### config.mk
export PLATFORM = sky130hd
export DESIGN_NAME = alu_rs
export DESIGN_NICKNAME = d
export VERILOG_FILES = /design/src/rtl/alu_rs_pkg.sv /design/src/rtl/rs_pick.sv /design/src/rtl/alu_rs.sv
export SDC_FILE = /design/constraint.sdc
export NUM_CORES = 2
export LEC_CHECK = 0
export ABC_AREA = 0
export BUFFER_PORTS_ARGS = -buffer_cell sky130_fd_sc_hd__clkbuf_2
export CELL_PAD_IN_SITES_DETAIL_PLACEMENT = 1
export CELL_PAD_IN_SITES_GLOBAL_PLACEMENT = 1
export CORE_MARGIN = 4
export CORE_UTILIZATION = 44
export CTS_BUF_LIST = sky130_fd_sc_hd__clkbuf_4 sky130_fd_sc_hd__clkbuf_8
export DETAILED_ROUTE_END_ITERATION = 10
export HOLD_SLACK_MARGIN = 0.12
export PLACE_DENSITY_LB_ADDON = 0.1
export SYNTH_ARGS = -nofsm -noshare
export SYNTH_HDL_FRONTEND = slang
export SYNTH_HIERARCHICAL = 1
export SYNTH_SLANG_ARGS = --single-unit
### constraint.sdc
create_clock -name clk_in -period 3.2 [get_ports clk_in]
set_input_delay 0.48 -clock clk_in [delete_from_list [all_inputs] [get_ports clk_in]]
set_output_delay 0.48 -clock clk_in [all_outputs]
set_load 0.01 [all_outputs]
### src/rtl/alu_rs_pkg.sv
// alu_rs_pkg: shared widths, opcode encodings, entry/payload types and CDB snoop helper.
package alu_rs_pkg;
    localparam int ROB_R = 4;
    localparam int RS_SIZE_DEF = 8;
    // {funct7[5], funct3, opcode}
    localparam logic [10:0] OP_ADDI = {1'b0, 3'b000, 7'b0010011};
    localparam logic [10:0] OP_ADD  = {1'b0, 3'b000, 7'b0110011};

    typedef struct packed {
        logic             busy;
        logic [10:0]      op;
        logic [31:0]      pc;
        logic [31:0]      imm;
        logic [ROB_R-1:0] rob_id;
        logic [31:0]      v1;
        logic [31:0]      v2;
        logic             q1_has;
        logic [ROB_R-1:0] q1;
        logic             q2_has;
        logic [ROB_R-1:0] q2;
    } rs_entry_t;

    typedef struct packed {
        logic [10:0]      op;
        logic [31:0]      v1;
        logic [31:0]      v2;
        logic [31:0]      pc;
        logic [31:0]      imm;
        logic [ROB_R-1:0] rob_id;
    } alu_pay_t;

    typedef struct packed {
        logic        has;
        logic [31:0] val;
    } opnd_t;

    // Resolve a pending operand against both result buses; the ALU bus wins a tie.
    function automatic opnd_t snoop(
        input opnd_t            o,
        input logic [ROB_R-1:0] tag,
        input logic             a_v,
        input logic [ROB_R-1:0] a_id,
        input logic [31:0]      a_val,
        input logic             l_v,
        input logic [ROB_R-1:0] l_id,
        input logic [31:0]      l_val
    );
        snoop = o;
        if (o.has && a_v && tag == a_id)
            snoop = {1'b0, a_val};
        else if (o.has && l_v && tag == l_id)
            snoop = {1'b0, l_val};
    endfunction
endpackage

### src/rtl/rs_pick.sv
// rs_pick: lowest-index priority encoder.
//   req   : request vector
//   idx   : index of lowest set bit (0 when none)
//   found : any bit set
module rs_pick #(
    parameter int N = 8,
    parameter int W = 3
) (
    input  logic [N-1:0] req,
    output logic [W-1:0] idx,
    output logic         found
);
    always_comb begin
        idx = '0;
        found = 1'b0;
        for (int i = N - 1; i >= 0; i--)
            if (req[i]) begin
                idx = W'(i);
                found = 1'b1;
            end
    end
endmodule

### src/rtl/alu_rs.sv
// alu_rs: ALU reservation station with CDB wakeup and in-order-by-index dispatch.
//   clk_in/rst_in(sync, active-low)/rdy_in(freeze)/clear_in(flush)
//   iss_*   : one instruction issued per cycle; full blocks issue
//   cdb_*   : ALU and load-store result broadcasts
//   alu_*   : registered dispatch strobe and payload
module alu_rs
    import alu_rs_pkg::*;
#(
    parameter int RS_SIZE  = RS_SIZE_DEF,
    parameter int RS_IDX_W = 3
) (
    input  logic             clk_in,
    input  logic             rst_in,
    input  logic             rdy_in,
    input  logic             clear_in,
    input  logic             iss_valid,
    input  logic [10:0]      iss_op,
    input  logic [31:0]      iss_pc,
    input  logic [31:0]      iss_imm,
    input  logic [ROB_R-1:0] iss_rob_id,
    input  logic             iss_q1_has,
    input  logic             iss_q2_has,
    input  logic [ROB_R-1:0] iss_q1,
    input  logic [ROB_R-1:0] iss_q2,
    input  logic [31:0]      iss_v1,
    input  logic [31:0]      iss_v2,
    output logic             full,
    input  logic             cdb_alu_valid,
    input  logic [ROB_R-1:0] cdb_alu_rob_id,
    input  logic [31:0]      cdb_alu_value,
    input  logic             cdb_lsb_valid,
    input  logic [ROB_R-1:0] cdb_lsb_rob_id,
    input  logic [31:0]      cdb_lsb_value,
    output logic             alu_yes,
    output logic [10:0]      alu_op,
    output logic [31:0]      alu_v1,
    output logic [31:0]      alu_v2,
    output logic [31:0]      alu_pc,
    output logic [31:0]      alu_imm,
    output logic [ROB_R-1:0] alu_rob_id
);
    rs_entry_t ent_q [RS_SIZE];
    rs_entry_t ent_d [RS_SIZE];
    alu_pay_t pay_q, pay_d;
    logic alu_yes_q, alu_yes_d;
    logic [RS_SIZE-1:0] busy, ready;
    logic [RS_IDX_W-1:0] free_idx, rdy_idx;
    logic free_found, rdy_found;

    always_comb begin
        busy = '0;
        ready = '0;
        for (int i = 0; i < RS_SIZE; i++) begin
            busy[i] = ent_q[i].busy;
            ready[i] = ent_q[i].busy && !ent_q[i].q1_has && !ent_q[i].q2_has;
        end
    end

    rs_pick #(.N(RS_SIZE), .W(RS_IDX_W)) u_free (.req(~busy), .idx(free_idx), .found(free_found));
    rs_pick #(.N(RS_SIZE), .W(RS_IDX_W)) u_rdy  (.req(ready), .idx(rdy_idx),  .found(rdy_found));

    assign full = &busy;

    always_comb begin
        ent_d = ent_q;
        pay_d = pay_q;
        alu_yes_d = 1'b0;
        if (clear_in) begin
            for (int i = 0; i < RS_SIZE; i++)
                ent_d[i].busy = 1'b0;
        end else if (rdy_in) begin
            for (int i = 0; i < RS_SIZE; i++)
                if (ent_q[i].busy) begin
                    {ent_d[i].q1_has, ent_d[i].v1} = snoop({ent_q[i].q1_has, ent_q[i].v1}, ent_q[i].q1,
                        cdb_alu_valid, cdb_alu_rob_id, cdb_alu_value, cdb_lsb_valid, cdb_lsb_rob_id, cdb_lsb_value);
                    {ent_d[i].q2_has, ent_d[i].v2} = snoop({ent_q[i].q2_has, ent_q[i].v2}, ent_q[i].q2,
                        cdb_alu_valid, cdb_alu_rob_id, cdb_alu_value, cdb_lsb_valid, cdb_lsb_rob_id, cdb_lsb_value);
                end
            if (rdy_found) begin
                alu_yes_d = 1'b1;
                pay_d = '{op: ent_q[rdy_idx].op, v1: ent_q[rdy_idx].v1, v2: ent_q[rdy_idx].v2,
                          pc: ent_q[rdy_idx].pc, imm: ent_q[rdy_idx].imm, rob_id: ent_q[rdy_idx].rob_id};
                ent_d[rdy_idx].busy = 1'b0;
            end
            // free_idx comes from registered busy, so a slot vacated by this edge's dispatch is never reused
            if (iss_valid && free_found) begin
                ent_d[free_idx] = '{busy: 1'b1, op: iss_op, pc: iss_pc, imm: iss_imm, rob_id: iss_rob_id,
                                    v1: iss_v1, v2: iss_v2, q1_has: iss_q1_has, q1: iss_q1,
                                    q2_has: iss_q2_has, q2: iss_q2};
                {ent_d[free_idx].q1_has, ent_d[free_idx].v1} = snoop({iss_q1_has, iss_v1}, iss_q1,
                    cdb_alu_valid, cdb_alu_rob_id, cdb_alu_value, cdb_lsb_valid, cdb_lsb_rob_id, cdb_lsb_value);
                {ent_d[free_idx].q2_has, ent_d[free_idx].v2} = snoop({iss_q2_has, iss_v2}, iss_q2,
                    cdb_alu_valid, cdb_alu_rob_id, cdb_alu_value, cdb_lsb_valid, cdb_lsb_rob_id, cdb_lsb_value);
            end
        end
    end

    always_ff @(posedge clk_in) begin
        if (!rst_in) begin
            for (int i = 0; i < RS_SIZE; i++)
                ent_q[i] <= '0;
            pay_q <= '0;
            alu_yes_q <= 1'b0;
        end else begin
            ent_q <= ent_d;
            pay_q <= pay_d;
            alu_yes_q <= alu_yes_d;
        end
    end

    assign alu_yes = alu_yes_q;
    assign alu_op = pay_q.op;
    assign alu_v1 = pay_q.v1;
    assign alu_v2 = pay_q.v2;
    assign alu_pc = pay_q.pc;
    assign alu_imm = pay_q.imm;
    assign alu_rob_id = pay_q.rob_id;
endmodule

==> out/qor.txt <==
Status = finished, final reports clean
Power per Cell Area = 465 nW/um^2
Worst min-delay path class = in -> reg
Area Overhead vs Synth = 18.1%
Skew-Pair Late Insertion Delay = 1.07 ns
Async SR Flop Fraction = 0%
Num Clock Sinks = 1,376
Setup tns final = 0 ns
Cells after synthesis = 8,258
Nets = 8,760
Arrival time worst endpoint = 4.12 ns
Synth Register Bits = 1,376
Core Area = 163,000 um^2
CTS clk-pin slew, worst paths = 0.06 ns
Syn avg cell area = 8.74 um^2
Fin. Hold Viols = 0
Distinct cell type count after synthesis = 78
Synth area leaders = dfxtp_1 (38%), mux4_2 (8.9%), nand2_1 (8.7%)
Actual slew at the worst max-slew pin = 1.29 ns
DRT Pass-1 Iters = 8
Max-slew violations = 0
Synth area leader = dfxtp_1
Final setup vio count = 0
Post-Synth XOR/XNOR Area = 1.64%
Number of enable-type register cells in the synthesized netlist = 0
First-pass GRT wire length = 505,000 um
Crit path time final = 3.17 ns
Clock buffer depth = 4
Sequential cell area fraction in the yosys report = 38.2%
Hold slack = 0.185 ns
Placed wire-length estimate = 210,000 um
Gpl congestion = 0.935
Congestion Overflow GR = 0
# rows = 148
CP Data Required Time = 4.15 ns
Ys flop type = dfxtp_1
Top post-synthesis cells by count = nand2_1 (1,663), dfxtp_1 (1,376), a21boi_0 (705)
Drt initial violations = 8,573
Post-route ant nets = 0
P_leak = 30.3 nW
Metal1 wirelength = 134,000 um
Initial Util = 44.3%
Die area = 171,000 um^2
Mux cell area share after synthesis = 11.6%
Mapped cell area = 72,100 um^2
Vias = 73,000
Worst slack, placed = -0.0596 ns
Number of CTS-inserted buffers = 275
WS Path Type = reg -> reg
Tot Pwr = 39.6 mW
Die width = 413 um
Pin count of the biggest net entering global routing = 236
Via-to-Cell Ratio = 6.70
Warnings from Yosys = 6
Initial antenna violation count = 38
Maximum vdd drop = 0.429 mV
Cell Area, Placed = 77,900 um^2
Skew final = 0.0623 ns
Number of max-cap violations = 0
Routed len/inst = 32.0 um
DRC Markers = 0
Detailed Route WL = 349,000 um
Wire length on met3 = 37,500 um
# port buffers = 376
WL met2 = 152,000 um
Post-Synth Adder-Cell Area = 0%
Cell with the most instances after synthesis = nand2_1
Main combinational cell family by area after synthesis = compound AO/OA/AOI/OAI gates
Gr usage total = 39.5%
Fin worst setup slack = 0.0282 ns
Design area = 85,200 um^2
Syn_nets = 8,490
Max_slew headroom = 13.7%
Post-Synth Simple-Gate Area = 16.0%
# IOs = 377
Die height = 413 um
H-tree level count = 5
Fmax = 315 MHz
Setup crit end kind = flop
Fraction of layout cells with a size suffix above 1 = 19.6%
Period utilization = 99.1%
Setup crit start kind = flop
Max FO, Critical Path = 26
Vias in the first global route = 74,700
CTS tree = yes
Post-synthesis compound-gate area fraction = 26.4%
DR top layer = met5
Synth top area share = 38.2%
Clock Tree Root = clkbuf_8
## per-stage QoR
step	utilization, %	instances
global route	52.3	10900
finish	52.4	10900
detailed placement	47.9	10300
floorplan	-	8258
CTS	52.2	10900
global placement	47.9	10300
## per-layer routing
layer / GRT usage [%] / up-vias
li1: - / 30500
met1: 48.9 / 36700
met2: 60.7 / 4413
met3: 11.2 / 1370
met4: 24.1 / 32
met5: 0.374 / -
## cells in the final DEF, fill, tap and decap left out, types with 54 or more instances in the layout
| cell type | count |
|---|---|
| a221o_1 | 123 |
| o21ai_0 | 421 |
| dlygate4sd3_1 | 155 |
| nor2_1 | 364 |
| buf_12 | 135 |
| dfxtp_1 | 1375 |
| a21oi_1 | 127 |
| nand2b_1 | 82 |
| o211a_1 | 146 |
| a22oi_1 | 249 |
| o221ai_1 | 85 |
| o22ai_1 | 60 |
| nand3_1 | 138 |
| buf_4 | 312 |
| or3_1 | 63 |
| clkbuf_2 | 375 |
| clkbuf_4 | 86 |
| mux4_2 | 286 |
| clkbuf_8 | 335 |
| xnor2_1 | 88 |
| o2111a_1 | 158 |
| nor3_1 | 236 |
| nand2_1 | 1655 |
| a31oi_1 | 103 |
| a211oi_1 | 54 |
| a21boi_0 | 705 |
| mux2i_1 | 183 |
| o31ai_1 | 57 |
## where the power goes
group	switching [mW]	internal [mW]
sequential	0.188	17.3
combinational	2.31	1.16
clock	8.16	10.5
## flip-flops by register name (all words and copies together) (netlist names)
signal      flops
ent_q        1224
alu_imm        32
alu_pc         32
alu_v1         32
alu_v2         32
alu_op         11
busy            8
alu_rob_id      4
alu_yes         1
## worst paths after layout
path | slack (ns) | endpoint | from | cells after the start
worst min-delay path | 0.19 | ent_q[963] | iss_v2[29] | 6
worst min register to register | 0.46 | ent_q[745] | ent_q[745] | 2
worst max-delay path | 0.03 | alu_v1[0] | busy[3] | 11
worst max register to register | 0.03 | alu_v1[0] | busy[3] | 11
## kinds of logic (layout without fill, tap and decap cells)
group / count (synthesis) / in the layout
AOI/OAI and AO/OA: 2500 / 2500
xor gates and xnor gates: 135 / 135
buffers and inverters: 1043 / 1485
DFF: 1376 / 1376
muxes: 479 / 479
other: 0 / 22
and+or+nand+nor: 2725 / 2727
## critical path: stages (launching register included)
cell and delay [ns]:
dfxtp_1 0.31, inv_1 0.18, nor3_1 0.13, nor4_2 0.43
nor2b_4 0.25, buf_12 0.15, buf_12 0.22, buf_12 0.27
mux4_2 0.56, mux2i_2 0.31, nand2_1 0.12, o211a_1 0.13
## area by class of cell
cell class | instances | area (um^2)
multi-input cells | 5841 | 40600
diodes | 22 | 55.1
flip-flops and latches | 1376 | 27500
fillers | 18500 | 77500
clock inverters | 30 | 190
inverters | 47 | 178
well taps | 2175 | 2720
repair buffers | 987 | 8640
clock buffers | 421 | 5260
## what timing repair did
item                                    4_1_cts  5_1_grt
gates cloned                                  0        4
setup buffers                                 1       10
pin swaps                                     1        6
resized for setup                             2       17
hold buffers                                155        0
endpoints found under the setup margin        3      176
hold endpoints to repair                    965        0
Power figures use the tool's default switching activity.
